--- config.mk ---
export PLATFORM = sky130hd
export DESIGN_NAME = hdlc_rx_deframer_flat
export DESIGN_NICKNAME = d
export VERILOG_FILES = /design/src/rtl/hdlc_rx_deframer_if.sv /design/src/rtl/hdlc_rx_deframer.sv /design/src/flat_wrapper.sv
export SDC_FILE = /design/constraint.sdc
export NUM_CORES = 1
export LEC_CHECK = 0
export BUFFER_PORTS_ARGS = -buffer_cell sky130_fd_sc_hd__buf_2
export CORE_ASPECT_RATIO = 0.7
export CORE_MARGIN = 3
export CORE_UTILIZATION = 53
export CTS_BUF_LIST = sky130_fd_sc_hd__clkbuf_4 sky130_fd_sc_hd__clkbuf_8 sky130_fd_sc_hd__clkbuf_16
export CTS_CLUSTER_DIAMETER = 120
export CTS_CLUSTER_SIZE = 8
export DETAILED_ROUTE_END_ITERATION = 12
export MAX_ROUTING_LAYER = met4
export PLACE_DENSITY_LB_ADDON = 0.25
export RECOVER_POWER = 100
export SYNTH_ARGS = -nofsm -noshare
export SYNTH_HDL_FRONTEND = slang
export SYNTH_SLANG_ARGS = --single-unit
--- constraint.sdc ---
create_clock -name clk_i -period 1.7 [get_ports clk_i]
set_input_delay 0.085 -clock clk_i [delete_from_list [all_inputs] [get_ports clk_i]]
set_output_delay 0.085 -clock clk_i [all_outputs]
set_load 0.005 [all_outputs]
--- src/rtl/hdlc_rx_deframer_if.sv ---
`default_nettype none
// ============================================================================
// Module   : hdlc_rx_deframer_if
// Desc     : Serial line input and octet/status output bundle of the HDLC RX deframer.
// Revision : 1.0
// ============================================================================
interface hdlc_rx_deframer_if;
  logic       rxen_i;
  logic       rx_i;
  logic [7:0] rxd_o;
  logic       rxd_valid_o;
  logic       sof_o;
  logic       eof_o;
  logic       err_align_o;
  logic       err_short_o;
  logic       fcs_ok_o;
  logic       abort_o;

  // master: the line source / octet consumer side
  modport master (
    output rxen_i, rx_i,
    input  rxd_o, rxd_valid_o, sof_o, eof_o, err_align_o, err_short_o, fcs_ok_o, abort_o
  );

  // slave: the deframer itself
  modport slave (
    input  rxen_i, rx_i,
    output rxd_o, rxd_valid_o, sof_o, eof_o, err_align_o, err_short_o, fcs_ok_o, abort_o
  );
endinterface
`default_nettype wire

--- src/rtl/hdlc_rx_deframer.sv ---
`default_nettype none
// ============================================================================
// Module   : hdlc_rx_deframer
// Desc     : HDLC receive deframer: flag hunt, zero destuffing, LSB-first octet
//            assembly with a one-octet hold, frame status. Define HDLC_RX_FCS_EN
//            to enable the CRC-16/X.25 residue check behind fcs_ok_o.
// Revision : 1.0
// ============================================================================
module hdlc_rx_deframer #(
  parameter int unsigned MIN_BYTES = 4
) (
  input  logic               clk_i,
  input  logic               rst_i,
  hdlc_rx_deframer_if.slave  rx_if
);

  typedef enum logic [1:0] {
    ST_HUNT = 2'd0,
    ST_OPEN = 2'd1,
    ST_DATA = 2'd2
  } state_t;

  localparam logic [8:0] c_min_bytes = 9'(MIN_BYTES);

`ifdef HDLC_RX_FCS_EN
  localparam logic [15:0] c_crc_init = 16'hFFFF;
  localparam logic [15:0] c_crc_good = 16'hF0B8;

  // Line-order (LSB first) bitwise update; equivalent to updating per destuffed bit.
  function automatic logic [15:0] crc_byte(input logic [15:0] crc, input logic [7:0] d);
    logic [15:0] c;
    c = crc;
    for (int i = 0; i < 8; i++) begin
      if (c[0] ^ d[i]) c = (c >> 1) ^ 16'h8408;
      else             c = c >> 1;
    end
    return c;
  endfunction

  logic [15:0] r_crc, w_crc_n;
`endif

  state_t     r_state, w_state_n;
  logic [2:0] r_ones, w_ones_n;
  logic [2:0] r_bitcnt, w_bitcnt_n;
  logic [6:0] r_shift, w_shift_n;
  logic [7:0] r_held, w_held_n;
  logic       r_held_vld, w_held_vld_n;
  logic [7:0] r_bytes, w_bytes_n;

  logic [7:0] r_rxd, w_rxd_n;
  logic       r_valid, w_valid_n;
  logic       r_sof, w_sof_n;
  logic       r_eof, w_eof_n;
  logic       r_align, w_align_n;
  logic       r_short, w_short_n;
  logic       r_fcs_ok, w_fcs_ok_n;
  logic       r_abort, w_abort_n;

  logic       w_bit;
  logic       w_flag;
  logic       w_abort;
  logic       w_shift_bit;
  logic [7:0] w_octet;
  logic [7:0] w_bytes_inc;
  logic       w_first;
  logic       w_short;
  logic       w_fcs_ok;

  assign w_bit = rx_if.rx_i;
  // Six ones then a zero closes a flag; a sixth one is never data, a zero after five is stuffing.
  assign w_flag      = rx_if.rxen_i & ~w_bit & (r_ones == 3'd6);
  assign w_abort     = rx_if.rxen_i &  w_bit & (r_ones == 3'd6);
  assign w_shift_bit = rx_if.rxen_i &
                       (w_bit ? (r_ones < 3'd5) : ((r_ones != 3'd5) && (r_ones != 3'd6)));
  assign w_octet     = {w_bit, r_shift};
  assign w_bytes_inc = (r_bytes == 8'hFF) ? r_bytes : r_bytes + 8'd1;
  assign w_first     = (r_bytes == 8'd0);
  assign w_short     = ({1'b0, r_bytes} + 9'd1) < c_min_bytes;

`ifdef HDLC_RX_FCS_EN
  assign w_fcs_ok = (r_crc == c_crc_good);
`else
  assign w_fcs_ok = 1'b1;
`endif

  always_comb begin
    w_state_n    = r_state;
    w_ones_n     = r_ones;
    w_bitcnt_n   = r_bitcnt;
    w_shift_n    = r_shift;
    w_held_n     = r_held;
    w_held_vld_n = r_held_vld;
    w_bytes_n    = r_bytes;
    w_rxd_n      = r_rxd;
    w_valid_n    = 1'b0;
    w_sof_n      = 1'b0;
    w_eof_n      = 1'b0;
    w_align_n    = 1'b0;
    w_short_n    = 1'b0;
    w_fcs_ok_n   = 1'b0;
    w_abort_n    = 1'b0;
`ifdef HDLC_RX_FCS_EN
    w_crc_n      = r_crc;
`endif

    if (rx_if.rxen_i) begin
      w_ones_n = w_bit ? ((r_ones == 3'd7) ? 3'd7 : r_ones + 3'd1) : 3'd0;

      case (r_state)
        ST_HUNT: begin
          if (w_flag) w_state_n = ST_OPEN;
        end
        ST_OPEN, ST_DATA: begin
          if (w_abort) begin
            w_state_n    = ST_HUNT;
            w_held_vld_n = 1'b0;
            w_abort_n    = (r_state == ST_DATA);
          end else if (w_flag) begin
            // Flags seen while still OPEN are idle fill and produce nothing.
            if (r_state == ST_DATA) begin
              w_rxd_n    = r_held_vld ? r_held : 8'h00;
              w_valid_n  = 1'b1;
              w_eof_n    = 1'b1;
              w_sof_n    = w_first;
              w_align_n  = ~r_held_vld | (r_bitcnt != 3'd6);
              w_short_n  = w_short;
              w_fcs_ok_n = w_fcs_ok;
            end
            w_state_n = ST_OPEN;
          end else if (w_shift_bit) begin
            w_shift_n  = {w_bit, r_shift[6:1]};
            w_bitcnt_n = r_bitcnt + 3'd1;
            if (r_bitcnt == 3'd7) begin
              if (r_held_vld) begin
                w_rxd_n   = r_held;
                w_valid_n = 1'b1;
                w_sof_n   = w_first;
                w_bytes_n = w_bytes_inc;
              end
              w_held_n     = w_octet;
              w_held_vld_n = 1'b1;
              w_state_n    = ST_DATA;
`ifdef HDLC_RX_FCS_EN
              w_crc_n      = crc_byte(r_crc, w_octet);
`endif
            end
          end
        end
        default: w_state_n = ST_HUNT;
      endcase

      // Every flag starts a fresh frame context, whichever state it was found in.
      if (w_flag) begin
        w_bitcnt_n   = 3'd0;
        w_bytes_n    = 8'd0;
        w_held_vld_n = 1'b0;
`ifdef HDLC_RX_FCS_EN
        w_crc_n      = c_crc_init;
`endif
      end
    end
  end

  always_ff @(posedge clk_i or negedge rst_i) begin
    if (!rst_i) begin
      r_state    <= ST_HUNT;
      r_ones     <= 3'd0;
      r_bitcnt   <= 3'd0;
      r_shift    <= 7'd0;
      r_held     <= 8'd0;
      r_held_vld <= 1'b0;
      r_bytes    <= 8'd0;
      r_rxd      <= 8'd0;
      r_valid    <= 1'b0;
      r_sof      <= 1'b0;
      r_eof      <= 1'b0;
      r_align    <= 1'b0;
      r_short    <= 1'b0;
      r_fcs_ok   <= 1'b0;
      r_abort    <= 1'b0;
`ifdef HDLC_RX_FCS_EN
      r_crc      <= c_crc_init;
`endif
    end else begin
      r_state    <= w_state_n;
      r_ones     <= w_ones_n;
      r_bitcnt   <= w_bitcnt_n;
      r_shift    <= w_shift_n;
      r_held     <= w_held_n;
      r_held_vld <= w_held_vld_n;
      r_bytes    <= w_bytes_n;
      r_rxd      <= w_rxd_n;
      r_valid    <= w_valid_n;
      r_sof      <= w_sof_n;
      r_eof      <= w_eof_n;
      r_align    <= w_align_n;
      r_short    <= w_short_n;
      r_fcs_ok   <= w_fcs_ok_n;
      r_abort    <= w_abort_n;
`ifdef HDLC_RX_FCS_EN
      r_crc      <= w_crc_n;
`endif
    end
  end

  assign rx_if.rxd_o       = r_rxd;
  assign rx_if.rxd_valid_o = r_valid;
  assign rx_if.sof_o       = r_sof;
  assign rx_if.eof_o       = r_eof;
  assign rx_if.err_align_o = r_align;
  assign rx_if.err_short_o = r_short;
  assign rx_if.fcs_ok_o    = r_fcs_ok;
  assign rx_if.abort_o     = r_abort;

endmodule
`default_nettype wire

--- src/flat_wrapper.sv ---
// flat-port wrapper written by rule: the top's interface ports become plain ports
module hdlc_rx_deframer_flat 
#(
  parameter int unsigned MIN_BYTES = 4
)
  (clk_i, rst_i, rx_if_rxen_i, rx_if_rx_i, rx_if_rxd_o, rx_if_rxd_valid_o, rx_if_sof_o, rx_if_eof_o, rx_if_err_align_o, rx_if_err_short_o, rx_if_fcs_ok_o, rx_if_abort_o);
  hdlc_rx_deframer_if rx_if_i ();
  input  logic clk_i;
  input  logic rst_i;
  input wire logic [$bits(rx_if_i.rxen_i)-1:0] rx_if_rxen_i;
  input wire logic [$bits(rx_if_i.rx_i)-1:0] rx_if_rx_i;
  output wire logic [$bits(rx_if_i.rxd_o)-1:0] rx_if_rxd_o;
  output wire logic [$bits(rx_if_i.rxd_valid_o)-1:0] rx_if_rxd_valid_o;
  output wire logic [$bits(rx_if_i.sof_o)-1:0] rx_if_sof_o;
  output wire logic [$bits(rx_if_i.eof_o)-1:0] rx_if_eof_o;
  output wire logic [$bits(rx_if_i.err_align_o)-1:0] rx_if_err_align_o;
  output wire logic [$bits(rx_if_i.err_short_o)-1:0] rx_if_err_short_o;
  output wire logic [$bits(rx_if_i.fcs_ok_o)-1:0] rx_if_fcs_ok_o;
  output wire logic [$bits(rx_if_i.abort_o)-1:0] rx_if_abort_o;
  assign rx_if_i.rxen_i = rx_if_rxen_i;
  assign rx_if_i.rx_i = rx_if_rx_i;
  assign rx_if_rxd_o = rx_if_i.rxd_o;
  assign rx_if_rxd_valid_o = rx_if_i.rxd_valid_o;
  assign rx_if_sof_o = rx_if_i.sof_o;
  assign rx_if_eof_o = rx_if_i.eof_o;
  assign rx_if_err_align_o = rx_if_i.err_align_o;
  assign rx_if_err_short_o = rx_if_i.err_short_o;
  assign rx_if_fcs_ok_o = rx_if_i.fcs_ok_o;
  assign rx_if_abort_o = rx_if_i.abort_o;
  hdlc_rx_deframer #(.MIN_BYTES(MIN_BYTES)) u_core (.clk_i(clk_i), .rst_i(rst_i), .rx_if(rx_if_i));
endmodule
Word-level counts from Yosys, hierarchy flattened --
Index checks and enable logic that the tools add are counted.
Word-level totals: bits in registers 46, input port bits 4, output and inout port bits 15, logic and storage cells 126
Cells by class: add/sub/neg operators 4, order comparisons 2, equality and inequality tests 15, multiplexer cells 64, bitwise logic cells 10, reduce and logical (&&, ||, !) cells 17
Operator list (count):
- 2-to-1 mux 8 bit | 13
- 2-to-1 mux 1 bit | 39
- 2-to-1 mux 3 bit | 6
- AND reduction 7 bit | 2
- AND reduction 4 bit | 3
- 2-to-1 mux 2 bit | 5
- adder 8 x 1 -> 9 bit (second input constant) | 1
- equality test 3 bit (second input constant) | 3
- less-than comparator 9 x 3 -> 1 bit (second input constant) | 1
- inequality test 3 bit (second input constant) | 3
- adder 8 x 1 -> 8 bit (second input constant) | 1
- equality test 8 bit (second input constant) | 1
- logical NOT 8 bit | 1
- inequality test 4 x 1 -> 1 bit (second input constant) | 2
- nonzero test 2 bit | 4
- adder 3 x 1 -> 3 bit (second input constant) | 2
- inequality test 2 x 1 -> 1 bit (second input constant) | 3
- AND reduction 6 bit | 1
- nonzero test 3 bit | 2
- bitwise AND 1 bit | 5
- AND reduction 5 bit | 1
- NOT 1 bit | 4
- case mux 2 bit (2 select lines) | 1
- less-than comparator 3 bit (second input constant) | 1
- other kinds (7) | 7

Depth between registers and ports, before layout --
depth in word-level cells 9, depth in mapped cells 8, mapped depth without buffers 6

Least setup slack after synthesis --
OpenSTA, ideal clock, no wires.
path type register to register, from register u_core.r_bitcnt[0], to register u_core.r_held[0], library setup time 0.125 ns, arrival time 1.753 ns, data required time 1.575 ns, setup slack -0.177 ns, stages on the path, launching flop included 7, buffers on the path 0, cell sequence dfrtp_1 -> ha_1 -> ha_1 -> and3b_1 -> a32o_1 -> nand3_2 -> mux2_2
On the way: cells in the longest elaborated chain, start to end 2
RTL lines:
- from (decl) | line hdlc_rx_deframer.sv:45 | logic [2:0] r_bitcnt, w_bitcnt_n;
- from (signal assigned) | line hdlc_rx_deframer.sv:188 | r_bitcnt <= w_bitcnt_n;
- equality test 3 bit | line hdlc_rx_deframer.sv:134 | if (r_bitcnt == 3'd7) begin
- AND reduction 6 bit (no source line)
- to (signal assigned) | line hdlc_rx_deframer.sv:190 | r_held <= w_held_n;
- to (decl) | line hdlc_rx_deframer.sv:47 | logic [7:0] r_held, w_held_n;
Every way passes these cells. A chain may end at the register's enable or synchronous reset.

Final worst setup path --
from register u_core.r_ones[1], to register u_core.r_bytes[5]
On the way: cells in the longest elaborated chain, start to end 6, elaborated cells on any way between the ends 17, those cells by class 1 x order compare; 5 x eq/ne; 2 x mux; 3 x bitwise; 6 x reduce/logical
RTL lines:
- from (decl) | line hdlc_rx_deframer.sv:44 | logic [2:0] r_ones, w_ones_n;
- from (signal assigned) | line hdlc_rx_deframer.sv:187 | r_ones <= w_ones_n;
- branches (longest 6 deep; another with less-than comparator 3 bit)
- to (signal assigned) | line hdlc_rx_deframer.sv:192 | r_bytes <= w_bytes_n;
- to (decl) | line hdlc_rx_deframer.sv:49 | logic [7:0] r_bytes, w_bytes_n;
Parallel ways; which one is timed is not known.

==> impl_results.html <==
<table>
<tr><th>Metric</th><th>Value</th></tr>
<tr><th colspan="2">Run status</th></tr>
<tr><td>Result of the run</td><td>complete, but fails checks</td></tr>
<tr><td>Failing checks</td><td>setup timing</td></tr>
<tr><th colspan="2">Floorplan</th></tr>
<tr><td>Die width</td><td>84.9 um</td></tr>
<tr><td>Top-Level Pins</td><td>19</td></tr>
<tr><td>Number of rows in the core area</td><td>19</td></tr>
<tr><td>Chip height</td><td>61.2 um</td></tr>
<tr><td>Initial core utilization</td><td>57.1%</td></tr>
<tr><td>Floorplan Core Area</td><td>4040 um2</td></tr>
<tr><td>Area enclosed by the die boundary</td><td>5190 um2</td></tr>
<tr><th colspan="2">Yosys</th></tr>
<tr><td>Number of distinct standard cells referenced by the synthesized netlist</td><td>49</td></tr>
<tr><td>Cell types with the largest area share after synthesis</td><td>sky130_fd_sc_hd__dfrtp_1 (50%), sky130_fd_sc_hd__mux2_2 (7.3%), sky130_fd_sc_hd__ha_1 (6.0%)</td></tr>
<tr><td>Synthesis-stage register bit count</td><td>46</td></tr>
<tr><td>Share of synthesized flip-flops with an asynchronous set or reset</td><td>100%</td></tr>
<tr><td>Number of enable-type register cells in the synthesized netlist</td><td>0</td></tr>
<tr><td>Area share of the largest cell type after synthesis</td><td>49.9%</td></tr>
<tr><td>Sequential cell area fraction in the yosys report</td><td>49.9%</td></tr>
<tr><td>Commonest register cell after synthesis</td><td>sky130_fd_sc_hd__dfrtp_1</td></tr>
<tr><td>Post-synthesis cell type with the largest combined area</td><td>sky130_fd_sc_hd__dfrtp_1</td></tr>
<tr><td>Warning count from the yosys run</td><td>0</td></tr>
<tr><td>Most frequently used cell type in the post-synthesis netlist</td><td>sky130_fd_sc_hd__dfrtp_1</td></tr>
<tr><td>Avg Cell Area, Syn</td><td>11.4 um2</td></tr>
<tr><td>Cell area after technology mapping</td><td>2310 um2</td></tr>
<tr><td>Syn_nets</td><td>218</td></tr>
<tr><td>Post-synthesis cell count</td><td>203</td></tr>
<tr><td>Top cell types by occurrence after synthesis</td><td>sky130_fd_sc_hd__dfrtp_1 (46), sky130_fd_sc_hd__nand2_1 (16), sky130_fd_sc_hd__mux2_2 (15)</td></tr>
<tr><th colspan="2">Global routing</th></tr>
<tr><td>Global-route total usage across every layer</td><td>25.3%</td></tr>
<tr><td>Overall overflow remaining after global route</td><td>0</td></tr>
<tr><td>Initial antenna violation count</td><td>0</td></tr>
<tr><td>GR peak layer</td><td>met2</td></tr>
<tr><td>Number of global-route vias before repair</td><td>1,849</td></tr>
<tr><td>Pin count of the biggest net entering global routing</td><td>25</td></tr>
<tr><td>Met1 track demand over resource</td><td>30.9%</td></tr>
<tr><td>First-pass GRT wire length</td><td>9.43 mm</td></tr>
<tr><td>Met3 Resource Use GR</td><td>4.95%</td></tr>
<tr><td>Met2 capacity usage during global routing</td><td>43.3%</td></tr>
<tr><th colspan="2">Routing</th></tr>
<tr><td>Routed length per instance</td><td>20.5 um</td></tr>
<tr><td>Routed via count</td><td>1,846</td></tr>
<tr><td>Number of detailed-route iterations in the first pass</td><td>4</td></tr>
<tr><td>Per-cell via count in the routed design</td><td>5.99</td></tr>
<tr><td>Total detailed-routing wirelength</td><td>6.33 mm</td></tr>
<tr><td>Number of nets still failing antenna checks after routing</td><td>0</td></tr>
<tr><td>DRC</td><td>0</td></tr>
<tr><td>DRT iter0 DRCs</td><td>95</td></tr>
<tr><th colspan="2">Clock tree</th></tr>
<tr><td>Reg clk slew, reported paths</td><td>100 ps</td></tr>
<tr><td>TritonCTS Buffers</td><td>5</td></tr>
<tr><td>CTS tree</td><td>yes</td></tr>
<tr><td>Count of H-tree levels built during CTS</td><td>2</td></tr>
<tr><td>Clock latency of the later-clocked register in the worst-skew pair</td><td>310 ps</td></tr>
<tr><td>Clock tree root driver cell</td><td>sky130_fd_sc_hd__clkbuf_8</td></tr>
<tr><td>Number of clock sinks seen by CTS</td><td>46</td></tr>
<tr><td>Bufs on Longest Clock Path</td><td>2</td></tr>
<tr><th colspan="2">Setup path</th></tr>
<tr><td>Largest delay contributor family on the critical path</td><td>simple AND/OR/NAND/NOR gates</td></tr>
<tr><td>Worst endpoint required time</td><td>1960 ps</td></tr>
<tr><td>Path type of the worst setup path</td><td>reg2reg</td></tr>
<tr><td>Delay of the slowest cell on the worst path</td><td>520 ps</td></tr>
<tr><td>Library cell contributing the largest single delay on the critical path</td><td>sky130_fd_sc_hd__or4_1</td></tr>
<tr><td>Maximum fanout encountered on the critical timing path</td><td>7</td></tr>
<tr><td>Cells traversed along the worst timing path</td><td>buf_4 -&gt; ha_4 -&gt; buf_4 -&gt; nand2_8 -&gt; o2111ai_4 -&gt; or4_1 -&gt; a21oi_2</td></tr>
<tr><td>Data arrival at the endpoint of the critical path</td><td>2160 ps</td></tr>
<tr><td>Sort of element at the start of the critical path</td><td>flip-flop</td></tr>
<tr><td>Cell seen most often among critical-path stages</td><td>sky130_fd_sc_hd__buf_4</td></tr>
<tr><td>Buffers and inverters on the worst path</td><td>2</td></tr>
<tr><td>Critical Path End Type</td><td>flip-flop</td></tr>
<tr><th colspan="2">Flow run</th></tr>
<tr><td>Number of max-cap violations</td><td>0</td></tr>
<tr><th colspan="2">Timing</th></tr>
<tr><td>Final Critical Period</td><td>1900 ps</td></tr>
<tr><td>Slew of the pin with the lowest slew margin</td><td>713 ps</td></tr>
<tr><td>Final number of setup-violating endpoints</td><td>32</td></tr>
<tr><td>Worst relative slew slack</td><td>52.5%</td></tr>
<tr><td>Final Max Tran Viols</td><td>0</td></tr>
<tr><td>RSZ-0062 raised after global routing</td><td>true</td></tr>
<tr><td>Final worst setup slack</td><td>-201 ps</td></tr>
<tr><td>Highest attainable clock frequency</td><td>526 MHz</td></tr>
<tr><td>Fraction of the cycle the final worst path needs</td><td>112%</td></tr>
<tr><td>Hold Vio Cnt, Final</td><td>0</td></tr>
<tr><td>Worst Skew</td><td>8.43 ps</td></tr>
<tr><th colspan="2">Finish</th></tr>
<tr><td>Number of non-filler instances in the completed layout</td><td>308</td></tr>
<tr><td>Area grow syn2layout</td><td>35.7%</td></tr>
<tr><td>Fraction of final layout cells with drive strength greater than 1</td><td>43.8%</td></tr>
<tr><td>Fin nets</td><td>270</td></tr>
<tr><td>N_diodes</td><td>0</td></tr>
<tr><th colspan="2">Place</th></tr>
<tr><td>Minimum setup slack after placement</td><td>-172 ps</td></tr>
<tr><td>Count of input and output buffers</td><td>18</td></tr>
<tr><td>Final GP Congestion</td><td>0.849</td></tr>
<tr><td>Count of placed standard cells including taps</td><td>288</td></tr>
<tr><td>Detailed-placement wirelength estimate</td><td>3.74 mm</td></tr>
<tr><th colspan="2">Power</th></tr>
<tr><td>Maximum ir drop on the vdd rail</td><td>1.01 mV</td></tr>
<tr><td>Leakage power figure</td><td>1.47 nW</td></tr>
<tr><td>Power per Cell Area</td><td>1330 nW/um2</td></tr>
<tr><th colspan="2">Min path</th></tr>
<tr><td>Min-Delay Path Class</td><td>in2reg</td></tr>
</table>
-- worst register-to-register path: stages, from the launching register on --
cell and delay, ps:
sky130_fd_sc_hd__dfrtp_1 410, sky130_fd_sc_hd__buf_4 150, sky130_fd_sc_hd__ha_4 170, sky130_fd_sc_hd__buf_4 150
sky130_fd_sc_hd__nand2_8 90, sky130_fd_sc_hd__o2111ai_4 230, sky130_fd_sc_hd__or4_1 520, sky130_fd_sc_hd__a21oi_2 130
-- logic make-up (layout without fill, tap and decap cells) --
group,count (synthesis),after routing,synth area share [%]
simple gates,54,54,13.1
xor+xnor,1,1,0.380
fa+ha+maj,11,11,5.97
mux,23,23,10.8
buf+inv,25,78,5.75
flops,46,46,49.9
compound gates,43,43,14.1
-- power breakdown --
part | switching [mW] | internal (mW) | leakage, nW | total (mW)
sequential | 0.230 | 1.35 | 0.611 | 1.58
clock | 0.420 | 0.441 | 0.0585 | 0.861
combinational | 0.795 | 0.922 | 0.800 | 1.72
total | 1.45 | 2.72 | 1.47 | 4.16
-- timing repair --
| item | CTS | global route |
|---|---|---|
| hold endpoints to repair | 22 | 0 |
| buffers inserted | 6 | 5 |
| setup endpoints to repair | 38 | 40 |
| cloned | 1 | 0 |
| gates resized for setup | 36 | 21 |
| pin swaps | 11 | 11 |
| hold buffers | 1 | 0 |
-- per-layer routing --
layer	share of wire, %	wire (um)	vias to the layer above
met5	0	0	-
li1	-	-	843
met4	2.2	139	0
met1	42	2690	936
met3	4.9	308	15
met2	50	3190	52
-- flip-flops by register name (all words and copies together) (netlist names) --
signal / count
u_core.r_bytes: 8
u_core.r_held: 8
u_core.rx_if.rxd_o: 8
u_core.r_shift: 7
u_core.r_bitcnt: 3
u_core.r_ones: 3
u_core.r_state: 2
u_core.r_held_vld: 1
u_core.rx_if.abort_o: 1
u_core.rx_if.err_align_o: 1
u_core.rx_if.err_short_o: 1
u_core.rx_if.fcs_ok_o: 1
u_core.rx_if.rxd_valid_o: 1
u_core.rx_if.sof_o: 1
-- path summary, 6_finish.rpt --
check,from,endpoint,depth (start not counted),slack (ps)
max reg2reg,u_core.r_ones[1],u_core.r_bytes[5],7,-200
min,rx_if_rxen_i,u_core.r_state[1],2,140
max,u_core.r_ones[1],u_core.r_bytes[5],7,-200
min in group asynchronous,rst_i,u_core.r_bytes[3],2,310
max in group asynchronous,rst_i,u_core.rx_if.rxd_o[0],3,350
min reg2reg,u_core.rx_if.rxd_o[2],u_core.rx_if.rxd_o[2],1,500
-- layout by cell type, fill, tap and decap left out, types with 3 or more instances in the layout --
master / n
sky130_fd_sc_hd__buf_4: 24
sky130_fd_sc_hd__dfrtp_1: 46
sky130_fd_sc_hd__o21ai_2: 4
sky130_fd_sc_hd__mux2_2: 3
sky130_fd_sc_hd__ha_4: 3
sky130_fd_sc_hd__ha_1: 5
sky130_fd_sc_hd__nand3_2: 3
sky130_fd_sc_hd__a32o_1: 7
sky130_fd_sc_hd__inv_1: 11
sky130_fd_sc_hd__buf_2: 9
sky130_fd_sc_hd__nand2_1: 14
sky130_fd_sc_hd__clkbuf_8: 5
sky130_fd_sc_hd__mux2_4: 12
sky130_fd_sc_hd__nor2_1: 3
sky130_fd_sc_hd__mux2i_1: 8
sky130_fd_sc_hd__nand3_4: 4
sky130_fd_sc_hd__clkbuf_1: 11
sky130_fd_sc_hd__nand3_1: 8
sky130_fd_sc_hd__a21oi_1: 5
sky130_fd_sc_hd__buf_6: 7
sky130_fd_sc_hd__ha_2: 3
sky130_fd_sc_hd__o21ai_0: 4
-- per-stage QoR --
stage	util, %	area, um2	power, mW	TNS (ps)	hold slack (ps)
finish	77.5	3130	4.16	-3370	136
global route	77.5	3130	4.34	-5320	154
CTS	75.5	3050	3.97	-2800	104
detailed placement	66.8	2700	2.91	-3440	116
global placement	66.8	2700	2.79	-1490	91.4
floorplan	-	2420	2.39	-552	-211
-- cell type report --
class / count / area [um2]
clock buffers: 5 / 68.8
clock inverters: 3 / 43.8
fillers: 234 / 911
inverters: 14 / 55.1
multi-input cells: 132 / 1320
flip-flops and latches: 46 / 1150
well taps: 52 / 65.1
repair buffers: 56 / 428
No activity file was read; power rests on OpenSTA's default activity.
